$ cat config.mk
export PLATFORM = sky130hd
export DESIGN_NAME = vedic_seq_mult
export DESIGN_NICKNAME = d
export VERILOG_FILES = /design/src/rtl/vedic_pkg.sv /design/src/rtl/vedic_pp_2x2.sv /design/src/rtl/vedic_seq_mult.sv
export SDC_FILE = /design/constraint.sdc
export NUM_CORES = 1
export LEC_CHECK = 0
export ABC_AREA = 1
export CORE_MARGIN = 1.5
export CORE_UTILIZATION = 44
export CTS_CLUSTER_SIZE = 30
export DETAILED_ROUTE_END_ITERATION = 8
export GPL_ROUTABILITY_DRIVEN = 0
export PLACE_DENSITY = 0.66
export SLEW_MARGIN = 20
export SYNTH_ARGS = -nofsm -noshare
export SYNTH_HDL_FRONTEND = slang
export SYNTH_SLANG_ARGS = --single-unit
$ cat constraint.sdc
create_clock -name clk -period 6.1 [get_ports clk]
set_input_delay 1.22 -clock clk [delete_from_list [all_inputs] [get_ports clk]]
set_output_delay 1.22 -clock clk [all_outputs]
set_load 0.1 [all_outputs]
$ cat src/rtl/vedic_pkg.sv
// Shared types and constants for the sequential vedic multiplier.
package vedic_pkg;

    typedef enum logic [1:0] {
        IDLE = 2'd0,
        CALC = 2'd1,
        DONE = 2'd2
    } state_t;

    localparam int unsigned DIGIT_W = 2;
    localparam int unsigned PP_W    = 4;

    // Number of 2-bit digits in an operand of width op_w.
    function automatic int unsigned digits(input int unsigned op_w);
        return op_w / DIGIT_W;
    endfunction

endpackage

$ cat src/rtl/vedic_pp_2x2.sv
// 2x2 vedic partial-product core: vertical and crosswise terms of two 2-bit digits.
module vedic_pp_2x2
    import vedic_pkg::*;
(
    input  logic [DIGIT_W-1:0] a,
    input  logic [DIGIT_W-1:0] b,
    output logic [PP_W-1:0]    p
);

    logic cross_carry_c;

    // Crosswise carry is set only when both cross terms are 1 (a1&a0&b1&b0).
    always_comb begin
        cross_carry_c = a[1] & b[0] & a[0] & b[1];
        p[0]          = a[0] & b[0];
        p[1]          = (a[1] & b[0]) ^ (a[0] & b[1]);
        p[2]          = (a[1] & b[1]) ^ cross_carry_c;
        p[3]          = a[1] & b[1] & cross_carry_c;
    end

endmodule

$ cat src/rtl/vedic_seq_mult.sv
// Sequential NxN vedic multiplier: one 2x2 digit product per cycle, shifted and
// accumulated into a 2*OP_W result, valid/ready on both sides.
// Optional feature macro: VEDIC_ZERO_SKIP_EN (zero operand bypasses CALC).
module vedic_seq_mult
    import vedic_pkg::*;
#(
    parameter int unsigned OP_W = 4
) (
    input  logic              clk,
    input  logic              reset,
    input  logic              in_valid,
    output logic              in_ready,
    input  logic [OP_W-1:0]   mul_1,
    input  logic [OP_W-1:0]   mul_2,
    output logic              out_valid,
    input  logic              out_ready,
    output logic [2*OP_W-1:0] product,
    output logic              busy
);

    localparam int unsigned DIGITS = digits(OP_W);
    localparam int unsigned IDX_W  = (DIGITS > 1) ? $clog2(DIGITS) : 1;
    localparam int unsigned PROD_W = 2 * OP_W;

`ifdef VEDIC_ZERO_SKIP_EN
    localparam bit ZERO_SKIP = 1'b1;
`else
    localparam bit ZERO_SKIP = 1'b0;
`endif

    state_t             state_q, state_next_c;
    logic [OP_W-1:0]    a_q, b_q;
    logic [PROD_W-1:0]  acc_q;
    logic [IDX_W-1:0]   i_q, j_q;
    logic [DIGIT_W-1:0] a_dig_c, b_dig_c;
    logic [PP_W-1:0]    pp_c;
    logic [31:0]        shamt_c;
    logic [PROD_W-1:0]  acc_next_c;
    logic               last_c;
    logic               zero_op_c;

    vedic_pp_2x2 u_pp (
        .a (a_dig_c),
        .b (b_dig_c),
        .p (pp_c)
    );

    // Digit selection, weighting and accumulation for the current (i, j) pair.
    always_comb begin
        a_dig_c    = a_q[DIGIT_W*i_q +: DIGIT_W];
        b_dig_c    = b_q[DIGIT_W*j_q +: DIGIT_W];
        shamt_c    = DIGIT_W * (32'(i_q) + 32'(j_q));
        acc_next_c = acc_q + (PROD_W'(pp_c) << shamt_c);
        last_c     = (i_q == IDX_W'(DIGITS - 1)) && (j_q == IDX_W'(DIGITS - 1));
        zero_op_c  = ZERO_SKIP && ((mul_1 == '0) || (mul_2 == '0));
    end

    // Next-state logic.
    always_comb begin
        state_next_c = state_q;
        unique case (state_q)
            IDLE: if (in_valid) state_next_c = zero_op_c ? DONE : CALC;
            CALC: if (last_c) state_next_c = DONE;
            DONE: if (out_ready) state_next_c = IDLE;
            default: state_next_c = IDLE;
        endcase
    end

    // State register.
    always_ff @(posedge clk or negedge reset) begin
        if (!reset) state_q <= IDLE;
        else        state_q <= state_next_c;
    end

    // Operand capture, digit walk, accumulator and registered outputs.
    always_ff @(posedge clk or negedge reset) begin
        if (!reset) begin
            a_q       <= '0;
            b_q       <= '0;
            acc_q     <= '0;
            i_q       <= '0;
            j_q       <= '0;
            product   <= '0;
            out_valid <= 1'b0;
            busy      <= 1'b0;
        end else begin
            unique case (state_q)
                IDLE: begin
                    if (in_valid) begin
                        a_q   <= mul_1;
                        b_q   <= mul_2;
                        acc_q <= '0;
                        i_q   <= '0;
                        j_q   <= '0;
                        if (zero_op_c) product <= '0;
                    end
                end
                CALC: begin
                    acc_q <= acc_next_c;
                    if (j_q == IDX_W'(DIGITS - 1)) begin
                        j_q <= '0;
                        i_q <= i_q + 1'b1;
                    end else begin
                        j_q <= j_q + 1'b1;
                    end
                    if (last_c) product <= acc_next_c;
                end
                default: ;
            endcase
            out_valid <= (state_next_c == DONE);
            busy      <= (state_next_c != IDLE);
        end
    end

    // Accept only from IDLE; depends on state alone.
    assign in_ready = (state_q == IDLE);

endmodule

; After elaboration in Yosys (flattened, before gate mapping)
; Index checks and enable logic that the tools add are counted.
; W data, S select, Z words.
[word_totals]
ff_bits = 30
out_inout_bits = 11
elab_cells = 49
[classes]
add_sub_neg = 4
eq_ne = 5
n_shift = 3
muxes = 11
bitwise = 9
n_reduce_logical = 8
[op_table]
columns = operator, n
row1 = $pmux W8 S2, 1
row2 = $add A8 B8 Y8, 1
row3 = $mux W8, 1
row4 = $shiftx A4 B3 Y2, 2
row5 = $shl A4 B3 Y8, 1
row6 = $and A1 B1 Y1, 7
row7 = $mux W2, 3
row8 = $pmux W2 S3, 1
row9 = $reduce_and A2 Y1, 3
row10 = $eq A2 B2 Y1 const B, 2
row11 = $ne A2 B2 Y1 const B, 2
row12 = $pmux W1 S2, 2
row13 = $reduce_bool A2 Y1, 2
row14 = $mux W1, 3
row15 = $reduce_and A3 Y1, 1
row16 = $add A1 B1 Y1 const B, 2
row17 = $add A1 B1 Y2, 1
row18 = $eq A2 B1 Y1 const B, 1
row19 = $logic_not A2 Y1, 1
row20 = $xor A1 B1 Y1, 2
row21 = $logic_and A1 B1 Y1, 1

; Logic depth before layout (Yosys ltp)
[depth]
word_depth = 8
ltp_mapped = 17

; Hierarchy
; From an unflattened synthesis, not the netlist that was laid out.
[unflattened]
hier_cells = 236
area_unflattened_um2 = 1750.4
[by_module_without_submodules]
columns = module, instances, cells_each, area_each_um2
row1 = vedic_seq_mult, 1, 224, 1695.4
row2 = vedic_pp_2x2, 1, 12, 55.1

; Worst setup path before layout
; No wires, ideal clock.
[synth_path]
kind = register -> output
startpoint = reg state_q[1]
endpoint = out in_ready
arrival_ns = 1.693
required_time_ns = 4.880
setup_slack_ns = 3.187
stages_incl_launch_ff = 2
path_buffers = 0
path_cell_list = dfrtp_1 > nor2_1
[synth_via]
elab_chain_len = 1
[synth_rtl]
columns = item, line_no
row1 = start: declaration, vedic_seq_mult.sv:31  ; state_t state_q, state_next_c;
row2 = start signal: assignment, vedic_seq_mult.sv:72  ; else state_q <= state_next_c;
row3 = $logic_not A2 Y1, vedic_seq_mult.sv:116  ; assign in_ready = (state_q == IDLE);
row4 = end: declaration, vedic_seq_mult.sv:12  ; output logic in_ready,
; No other way between the ends.

; Worst setup path after layout
; Ends and elaborated chain as after synthesis.

==> out/qor.txt <==
Clock Sinks - 30
Yosys reg bits - 30
layout cells sized above 1 - 0.0917
die footprint - 4200 um^2
Syn Nets - 236
WL per Instance - 10.7 um
GRT Total Usage - 0.184
Fin Setup TNS - 0 ns
sequential area share after synthesis - 0.447
post-route ant nets - 0
ant diodes - 0
critical path class - reg2out
Synth-to-Final Area Change - 20.5%
DRC violations left - 0
port bufs - 22
RSZ-0062 raised after global routing - false
1st-iter DRT viols - 60
post-synth cell types - 23
Final setup viols - 0
Worst-Skew Late Latency - 0.28 ns
Fin. Hold Viols - 0
post-CTS sizing - 0
Slew Limit Fails - 0
max_cap viols - 0
Total Wirelength - 3.09 mm
Starting Density - 0.459
Slew headroom - 0.356
Syn Std Cell Area - 1680 um^2
GR Overflow Total - 0
drt pass-1 iters - 4
crit end category - primary output
Worst setup SP type - register
DR vias - 1375
largest cells by area after synthesis - dfrtp_1, nand2_1, ha_1
ys flop type - dfrtp_1
worst-margin pin slew - 0.963 ns
status - finished, final reports clean
Gate Count Post-Synth - 214
Final WS setup - 2.92 ns
CTS Buf Count - 5
most frequent cells after synthesis - nand2_1, dfrtp_1, inv_1, o21ai_0, o21ai_1
Final Critical Period - 3.18 ns
CTS HTree Levels - 2
Post-Place Setup Slack - 3.21 ns
part of the cycle the worst path needs - 0.522
Critical Path RT - 4.88 ns
fmax - 0.314 GHz
count leader, synth - nand2_1
Clk pin slew, worst setup/hold paths - 0.06 ns
WP data arrival - 1.96 ns
Crit Path Max Fanout - 3
final-stage net count - 262
async set-reset flop share out of synthesis - 1.00
Core ar. - 3660 um^2
vias in the first global route - 1338
# rows - 22
deepest clock path buffer count - 2
number of flops mapped to enable cells by yosys - 0
hold buffers post-CTS - 0
# IOs - 23
Die Y - 64.8 um
vias per cell - 4.77
Synth top area share - 0.447
Yosys warning total - 0
dpl hpwl - 2.27 mm
worst min-delay path class - reg2reg
first-pass GRT wire length - 5.93 mm
antenna violations before repair - 0
Post-CTS Setup Bufs - 0
CTS tree - built
CTS Root Cell - clkbuf_8
Mean Syn Cell Area - 7.85 um^2
largest net degree at the start of global routing - 31
clock skew - 0.00582 ns
largest area contributor in the netlist - dfrtp_1
Chip Width - 64.8 um
[placed cells by master (no fill, tap or decap), types with 5 or more instances in the layout]
cell / Yosys / routed
nor2_1: 9 / 9
clkbuf_8: 0 / 5
a21oi_1: 9 / 9
o21ai_0: 19 / 19
clkdlybuf4s50_1: 0 / 22
nand3_1: 6 / 6
ha_1: 9 / 9
nand2_1: 66 / 66
inv_1: 25 / 25
dfrtp_1: 30 / 30
o21ai_1: 12 / 12
[metrics by stage]
stage / utilization / cell area (um^2) / std cells / hold slack (ns)
floorplan: - / 1680 / 214 / 0.459
global placement: 0.532 / 1950 / 281 / 0.468
detailed placement: 0.532 / 1950 / 281 / 0.472
CTS: 0.553 / 2020 / 288 / 0.487
global route: 0.553 / 2020 / 288 / 0.509
finish: 0.553 / 2020 / 288 / 0.480
[flip-flops by register name (all words and copies together), names as in the netlist]
register and flops:
acc_q 8, product 8, a_q 4, b_q 4, state_q 2, busy 1, i_q 1, j_q 1
out_valid 1
[path summary, 6_finish.rpt]
path,slack [ns],from,endpoint,cells past startpoint
setup / recovery,2.92,state_q[1]$_DFF_PN0_,in_ready,2
hold reg to reg,0.48,product[7]$_DFFE_PN0P_,product[7]$_DFFE_PN0P_,2
hold / removal,0.48,product[7]$_DFFE_PN0P_,product[7]$_DFFE_PN0P_,2
setup reg to reg,3.21,i_q$_DFFE_PN0P_,product[5]$_DFFE_PN0P_,17
min in group asynchronous,1.34,reset,busy$_DFF_PN0_,2
max in group asynchronous,4.49,reset,acc_q[6]$_DFFE_PN0P_,2
[layout make-up]
| cell class | instances | area [um^2] |
|---|---|---|
| fill | 372 | 1640 |
| multi-input combinational | 151 | 801 |
| sequential | 30 | 751 |
| timing repair buffer | 23 | 228 |
| inverter | 29 | 109 |
| clock buffer | 7 | 76.3 |
| tap | 48 | 60.1 |
[kinds of logic (layout without fill, tap and decap cells)]
family          count (synthesis)  count (layout)  share of synthesized area
compound gates                 42              42                      0.127
xor+xnor                        5               5                     0.0261
fa+ha+maj                      10              10                     0.0789
buf+inv                        33              59                     0.0767
flops                          30              30                      0.447
simple gates                   94              94                      0.244
[critical path, stage by stage, from the launching register on]
cell	delay, ns
dfrtp_1	0.41
nor2_1	0.13
clkdlybuf4s50_1	1.14
[routing by layer]
metal  wire, um  share of wire  global-route usage  vias up
met3        107          0.035              0.0573        6
li1           -              -                   -      730
met2       1380           0.44               0.269       19
met5          0              0                   0        -
met4         50          0.016              0.0745        0
met1       1560           0.50               0.252      620
Power is left out: the tool's default activity adds up to more than one toggle a clock period on the data nets, which glitch-free logic cannot reach.
